==> src/rtl/hifigan_conv_sequencer.sv <==
// Job-level sequencer for the 1-D convolution MAC: walks cout/t/cin, issues SRAM reads,
// drives MAC controls and holds one result slot. Optional macro: HIFIGAN_SEQ_LEAKY_RELU_EN.
module hifigan_conv_sequencer #(
    parameter int KERNEL_SIZE = 3,
    parameter int DATA_WIDTH  = 16,
    parameter int CH_W        = 8,
    parameter int LEN_W       = 12,
    parameter int ADDR_W      = 20
) (
    input  logic                  clk,
    input  logic                  rst,
    input  logic                  i_start,
    input  logic [CH_W-1:0]       i_num_cin,
    input  logic [CH_W-1:0]       i_num_cout,
    input  logic [LEN_W-1:0]      i_num_samples,
    output logic                  o_busy,
    output logic                  o_done,
    output logic                  o_act_rd,
    output logic [ADDR_W-1:0]     o_act_addr,
    output logic                  o_wgt_rd,
    output logic [ADDR_W-1:0]     o_wgt_addr,
    output logic                  o_calc_en,
    output logic                  o_clear_acc,
    input  logic [DATA_WIDTH-1:0] i_mac_result,
    input  logic                  i_mac_valid,
    output logic                  o_out_valid,
    input  logic                  i_out_ready,
    output logic [DATA_WIDTH-1:0] o_out_data,
    output logic [CH_W-1:0]       o_out_ch,
    output logic [LEN_W-1:0]      o_out_idx
);

    if (KERNEL_SIZE < 1) begin : g_bad_kernel
        $error("KERNEL_SIZE must be at least 1");
    end

    typedef enum logic [1:0] {IDLE, RUN, FLUSH, DRAIN} state_t;
    state_t state, state_nx;

    logic [CH_W-1:0]       num_cin, num_cout, cin, cout;
    logic [LEN_W-1:0]      num_samples, t;
    logic [ADDR_W-1:0]     act_addr, wgt_addr, wgt_base;
    logic                  first, cap1, cap2, calc_q, clear_q;
    logic [CH_W-1:0]       cur_ch, tag1_ch, tag2_ch;
    logic [LEN_W-1:0]      cur_idx, tag1_idx, tag2_idx;
    logic [DATA_WIDTH-1:0] res_mod;

    logic start_ok, zero_cfg, out_busy, cin_first, last_cin, last_t, last_cout;
    logic run_stall, issue, flush_issue, drain_done, capture;

    assign start_ok    = (state == IDLE) && i_start;
    assign zero_cfg    = (i_num_cin == '0) || (i_num_cout == '0) || (i_num_samples == '0);
    assign out_busy    = o_out_valid || cap1 || cap2;
    assign cin_first   = (cin == '0);
    assign last_cin    = (cin == num_cin - CH_W'(1));
    assign last_t      = (t == num_samples - LEN_W'(1));
    assign last_cout   = (cout == num_cout - CH_W'(1));
    // The first clear of a job has no finished point behind it, so it never waits on the slot.
    assign run_stall   = cin_first && !first && out_busy;
    assign issue       = (state == RUN) && !run_stall;
    assign flush_issue = (state == FLUSH) && !out_busy;
    assign drain_done  = (state == DRAIN) && !out_busy;
    assign capture     = cap2 && i_mac_valid;

    always_comb begin
        state_nx = state;
        case (state)
            IDLE:    if (start_ok) state_nx = zero_cfg ? DRAIN : RUN;
            RUN:     if (issue && last_cin && last_t && last_cout) state_nx = FLUSH;
            FLUSH:   if (flush_issue) state_nx = DRAIN;
            DRAIN:   if (drain_done) state_nx = IDLE;
            default: state_nx = IDLE;
        endcase
    end

    assign o_busy      = (state != IDLE);
    assign o_done      = drain_done;
    assign o_act_rd    = issue;
    assign o_wgt_rd    = issue;
    assign o_act_addr  = act_addr;
    assign o_wgt_addr  = wgt_addr;
    assign o_calc_en   = calc_q;
    assign o_clear_acc = clear_q;

`ifdef HIFIGAN_SEQ_LEAKY_RELU_EN
    assign res_mod = i_mac_result[DATA_WIDTH-1] ? $unsigned($signed(i_mac_result) >>> 3) : i_mac_result;
`else
    assign res_mod = i_mac_result;
`endif

    always_ff @(posedge clk or posedge rst) begin
        if (rst) begin
            state       <= IDLE;
            num_cin     <= '0;
            num_cout    <= '0;
            num_samples <= '0;
            cin         <= '0;
            cout        <= '0;
            t           <= '0;
            act_addr    <= '0;
            wgt_addr    <= '0;
            wgt_base    <= '0;
            first       <= 1'b0;
            cur_ch      <= '0;
            cur_idx     <= '0;
        end else begin
            state <= state_nx;
            if (start_ok) begin
                num_cin     <= i_num_cin;
                num_cout    <= i_num_cout;
                num_samples <= i_num_samples;
                cin         <= '0;
                cout        <= '0;
                t           <= '0;
                act_addr    <= '0;
                wgt_addr    <= '0;
                wgt_base    <= '0;
                first       <= 1'b1;
            end else if (issue) begin
                first <= 1'b0;
                if (cin_first) begin
                    cur_ch  <= cout;
                    cur_idx <= t;
                end
                if (last_cin) begin
                    cin <= '0;
                    if (last_t) begin
                        t        <= '0;
                        act_addr <= '0;
                        wgt_base <= wgt_addr + ADDR_W'(1);
                        wgt_addr <= wgt_addr + ADDR_W'(1);
                        if (!last_cout) cout <= cout + CH_W'(1);
                    end else begin
                        t        <= t + LEN_W'(1);
                        act_addr <= ADDR_W'(t) + ADDR_W'(1);
                        wgt_addr <= wgt_base;
                    end
                end else begin
                    cin      <= cin + CH_W'(1);
                    act_addr <= act_addr + ADDR_W'(num_samples);
                    wgt_addr <= wgt_addr + ADDR_W'(1);
                end
            end
        end
    end

    // Two-stage tag/capture pipeline matching memory latency plus the MAC's one-point lag.
    always_ff @(posedge clk or posedge rst) begin
        if (rst) begin
            calc_q      <= 1'b0;
            clear_q     <= 1'b0;
            cap1        <= 1'b0;
            cap2        <= 1'b0;
            tag1_ch     <= '0;
            tag1_idx    <= '0;
            tag2_ch     <= '0;
            tag2_idx    <= '0;
            o_out_valid <= 1'b0;
            o_out_data  <= '0;
            o_out_ch    <= '0;
            o_out_idx   <= '0;
        end else begin
            calc_q   <= issue || flush_issue;
            clear_q  <= (issue && cin_first) || flush_issue;
            cap1     <= (issue && cin_first && !first) || flush_issue;
            tag1_ch  <= cur_ch;
            tag1_idx <= cur_idx;
            cap2     <= cap1;
            tag2_ch  <= tag1_ch;
            tag2_idx <= tag1_idx;
            if (capture) begin
                o_out_valid <= 1'b1;
                o_out_data  <= res_mod;
                o_out_ch    <= tag2_ch;
                o_out_idx   <= tag2_idx;
            end else if (o_out_valid && i_out_ready) begin
                o_out_valid <= 1'b0;
            end
        end
    end

endmodule

==> config.mk <==
export PLATFORM = sky130hd
export DESIGN_NAME = hifigan_conv_sequencer
export DESIGN_NICKNAME = d
export VERILOG_FILES = /design/src/rtl/hifigan_conv_sequencer.sv
export SDC_FILE = /design/constraint.sdc
export NUM_CORES = 1
export LEC_CHECK = 0
export CORE_MARGIN = 2
export CORE_UTILIZATION = 61
export DETAILED_ROUTE_END_ITERATION = 10
export PLACE_DENSITY = 0.93
export SLEW_MARGIN = 30
export SYNTH_ARGS = -nofsm -noshare
export SYNTH_HDL_FRONTEND = slang
export SYNTH_SLANG_ARGS = --single-unit
==> constraint.sdc <==
create_clock -name clk -period 11.78 [get_ports clk]
set_clock_uncertainty 0.05 [all_clocks]
set_input_delay 2.356 -clock clk [delete_from_list [all_inputs] [get_ports clk]]
set_output_delay 2.356 -clock clk [all_outputs]
set_load 0.05 [all_outputs]
Yosys cells after proc, flatten, opt, wreduce, memory -nomap -nowiden
Cells that the tools add are included.

Bits in registers: 220. Input port bits: 49. Logic and storage cells: 116.

Add/sub/neg operators: 9. Equality and inequality tests: 11. Multiplexer cells: 33. Bitwise logic cells: 1. Reduce and logical (&&, ||, !) cells: 37.

Operator list (number): 20-bit 2-to-1 mux (10); 8-bit 2-to-1 mux (8); 12-bit 2-to-1 mux (4); 8-bit logical NOT (3); 20-bit by 1-bit adder with 20-bit output (second input constant) (1); 20-bit by 12-bit adder with 20-bit output (1); 8-bit by 1-bit adder with 8-bit output (second input constant) (2); 8-bit == test (2); 8-bit by 1-bit subtractor with 8-bit output (second input constant) (2); 12-bit by 1-bit adder with 13-bit output (second input constant) (1); 1-bit logical AND (13); 13-bit 2-to-1 mux (1); 12-bit by 1-bit adder with 12-bit output (second input constant) (1); 12-bit == test (1); 12-bit logical NOT (1); 12-bit by 1-bit subtractor with 12-bit output (second input constant) (1); 2-bit 2-to-1 mux (5); 2-bit nonzero test (5); 2-bit != test (second input constant) (4); 2-bit case mux with 4 select lines (1); 4-bit AND reduction (2); 1-bit logical OR (7); 2-bit == test (second input constant) (2); 1-bit 2-to-1 mux (4); 7 further kinds (9).

Longest topological paths before layout
Depth after elaboration: 10. Mapped depth: 12.

Worst setup path after synthesis
OpenSTA, ideal clock, no wires.

Kind: reg2out. Start: reg cin[0]. End: out o_wgt_rd. Arrival time: 3.168 ns. Data required time: 9.374 ns. Setup slack: 6.206 ns. Cell stages (with the launch flop): 11. Buffers on the path: 4. Cell sequence: dfrtp_1 inv_1 ha_1 or4b_2 or2_2 o31ai_2 inv_1 clkbuf_1 clkbuf_1 clkbuf_1 buf_4.

Word-level cells in the longest chain between the ends: 5.

Ends and longest elaborated chain: start, declared (RTL line 40) `logic [CH_W-1:0] num_cin, num_cout, cin, cout;`; start signal, assigned (RTL line 139) `cin <= cin + CH_W'(1);`; 8-bit logical NOT (RTL line 54) `assign cin_first = (cin == '0);`; 1-bit logical AND (2 in series) (RTL line 59) `assign run_stall = cin_first && !first && out_busy;`; 1-bit logical NOT (RTL line 60) `assign issue = (state == RUN) && !run_stall;`; 1-bit logical AND (RTL line 60); end, declared (RTL line 20) `output logic o_wgt_rd,`.

No other way between the ends.

Worst setup path in the final report
Ends and elaborated chain as after synthesis.

==> results.txt <==
status -> completed
post-cts resize count -> 0
crit path DAT -> 3.42 ns
post-route setup TNS -> 0 ns
die height -> 137 µm
CP max FO -> 19
unrepaired setup endpoints after global routing -> no
Vias -> 8845
gp weighted congestion -> 0.887
Synth top area share -> 0.508
ANT nets after route -> 0
top post-synthesis cells by area -> dfrtp_1 51%, mux2_2 5.8%, nand2_1 4.7%
Initial DRC Count -> 1055
Reg2Reg Depth -> 10
Initial Utilization -> 0.625
Setup Fix Bufs, Post-CTS -> 0
Psw -> 1.37 mW
number of global-route vias before repair -> 8631
end of the worst register-to-register path -> t[2]
clock-pin slew of the registers on the worst-case setup and hold paths -> 0.06 ns
Internal Power -> 1.83 mW
Pleak -> 5.76 nW
routed len/inst -> 19.2 µm
fin crit period -> 5.83 ns
Seq pwr share -> 0.344
fillers -> 1126
global router's overall resource usage -> 0.290
Crit-path slowest cell -> clkdlybuf4s50_1
Clock Latency Late Sink -> 0.51 ns
Syn Std Cell Area -> 0.0108 mm²
drt total wl -> 26900 µm
power share of the combinational group -> 0.443
final period utilization -> 0.495
Sw Ratio -> 0.428
Post-synth ARST share -> 1.00
Multi-input gate area -> 0.00502 mm²
post-synth cell types -> 65
HP Start -> tag1_idx[3]
Worst Setup End Kind -> output port
Syn Nets -> 1124
H-tree levels -> 1
first-pass GRT wire length -> 43500 µm
Rows -> 48
share of layout cells above drive strength 1 -> 0.111
critical path type -> reg2out
Num CTS Buffers -> 22
synth cell count leaders -> 220 x dfrtp_1, 136 x nand2_1, 60 x o21ai_0
critical path required time -> 9.37 ns
core footprint -> 0.0174 mm²
n_diodes -> 0
cell taking the most area after synthesis -> dfrtp_1
Hold Crit Depth -> 0
width of the die -> 137 µm
largest net degree at the start of global routing -> 138
CTS tree -> yes
# IOs -> 132
post-synthesis register bit count -> 220
initial antenna violation count -> 0
Hold WC Path Type -> reg2reg
Critical Path Most Common Cell -> inv_1
register area -> 0.00551 mm²
maximum vdd ir drop -> 0.193 mV
Clock Tree Root -> clkbuf_16
Fmax -> 0.172 GHz
CP Cell Sequence -> inv_1, ha_1, or4b_2, or2_2, o31ai_2, buf_4, inv_1, clkdlybuf4s50_1
max_cap viols -> 0
fraction of the yosys area taken by sequential cells -> 0.508
clock network power share -> 0.212
Synth Warn # -> 0
Die ar. -> 0.0189 mm²
Finished Layout Cells -> 1400
max-slew violations -> 0
CTS sink count -> 220
CTS Buffer Depth -> 3
# hold bufs at CTS -> 0
crit-path max cell delay -> 0.72 ns
final hold vios -> 0
sink of the worst hold path -> tag2_idx[3]
r2r setup slk -> 7.34 ns
area grow syn2layout -> 20.3%
Post-synth EDFFs -> 0
reg2reg start -> num_cin[0]
Pwr Density -> 245 mW/mm²
Tightest Pin Transition -> 1.04 ns
startpoint types -> flop
Detailed Place HPWL -> 17300 µm
DR DRC count -> 0
drt pass-1 iters -> 5
Synth Area per Inst -> 10.3 µm²
Setup Viol. Count Final -> 0
most common cell in the synthesized netlist -> dfrtp_1
GRT overflow -> 0
port bufs -> 131
slew margin rel. -> 0.307
Placed Instances -> 1360
number of vias per cell -> 6.32
ys flop type -> dfrtp_1
Syn Inst Count -> 1049
fin nets -> 1234
==> metrics by stage <==
| step | utilization | worst slack, ns | total power [mW] | area [µm²] | hold WS, ns |
|---|---|---|---|---|---|
| finish | 0.752 | 5.95 | 3.19 | 13000 | 0.298 |
| global route | 0.752 | 5.85 | 3.35 | 13000 | 0.305 |
| CTS | 0.751 | 5.96 | 3.18 | 13000 | 0.297 |
| detailed placement | 0.711 | 6.50 | 2.49 | 12300 | 0.285 |
| global placement | 0.710 | 6.59 | 2.44 | 12300 | 0.282 |
| floorplan | - | 3.35 | 2.07 | 10800 | 0.281 |
==> layout make-up <==
class / count / area share
clock buffer: 31 / 0.0494
clock inverter: 9 / 0.00451
inverter: 30 / 0.00959
multi-input combinational: 741 / 0.385
sequential: 220 / 0.422
tap: 225 / 0.0216
timing repair buffer: 144 / 0.108
==> power by group through the flow <==
| stage | clock, mW | sequential, mW | combinational [mW] |
|---|---|---|---|
| final | 0.677 | 1.10 | 1.42 |
| after detailed placement | 0 | 1.10 | 1.39 |
| after global routing | 0.714 | 1.12 | 1.52 |
| after global placement | 0 | 1.09 | 1.34 |
| after CTS | 0.684 | 1.09 | 1.40 |
| after floorplan | 0 | 1.29 | 0.774 |
==> logic make-up (layout without fill, tap and decap cells) <==
| family | Yosys count | in the layout | share of synthesized area |
|---|---|---|---|
| AO/OA/AOI/OAI | 207 | 207 | 0.129 |
| XOR/XNOR | 73 | 73 | 0.0589 |
| multiplexers | 72 | 72 | 0.0729 |
| flip-flops | 220 | 220 | 0.508 |
| adder cells (fa/ha/maj) | 26 | 26 | 0.0307 |
| AND/OR/NAND/NOR | 363 | 363 | 0.169 |
| buffers and inverters | 88 | 214 | 0.0321 |
==> cell usage in the layout, fill, tap and decap left out, types with 13 or more instances in the layout <==
master / instances
nand2_1: 136
nor2_1: 36
or4_1: 14
inv_1: 29
and3_1: 23
mux2_2: 56
xnor2_1: 40
a31oi_1: 21
mux2i_1: 16
nand3_1: 40
o21ai_0: 60
clkbuf_16: 22
nor4_1: 13
nor3_1: 21
clkdlybuf4s50_1: 131
ha_1: 25
xor2_1: 33
a21oi_1: 29
dfrtp_1: 220
==> critical path, delay by kind of cell (launching register included) <==
family          cells  cell delay, ns
compound gates      1            0.19
fa+ha+maj           1            0.14
buf+inv             4            1.22
flops               1            0.43
simple gates        2            0.94
==> how the worst max path moves through the flow <==
stage | slack, ns | from | cells after the start | to
finish | 5.95 | cin[0] | 8 | o_wgt_rd
global route | 5.85 | cin[0] | 8 | o_wgt_rd
CTS | 5.96 | cin[0] | 8 | o_wgt_rd
detailed placement | 6.50 | cin[0] | 8 | o_wgt_rd
global placement | 6.59 | cin[0] | 8 | o_wgt_rd
floorplan | 3.35 | rst | 1 | cap1
==> sequential cells by signal, indices dropped and copies added (netlist names), 12 cells and up <==
signal	flops
o_out_idx	12
o_wgt_addr	20
num_samples	12
o_out_data	16
o_act_addr	20
tag1_idx	12
t	12
cur_idx	12
wgt_base	20
tag2_idx	12
==> routing by layer <==
metal	vias up	track usage	wire, µm
met3	80	0.0372	2130
met4	0	0.112	942
met1	4312	0.397	10800
met2	472	0.474	13000
li1	3981	-	-
met5	-	0	0
Note: power is estimated with default switching activity, not from simulation.
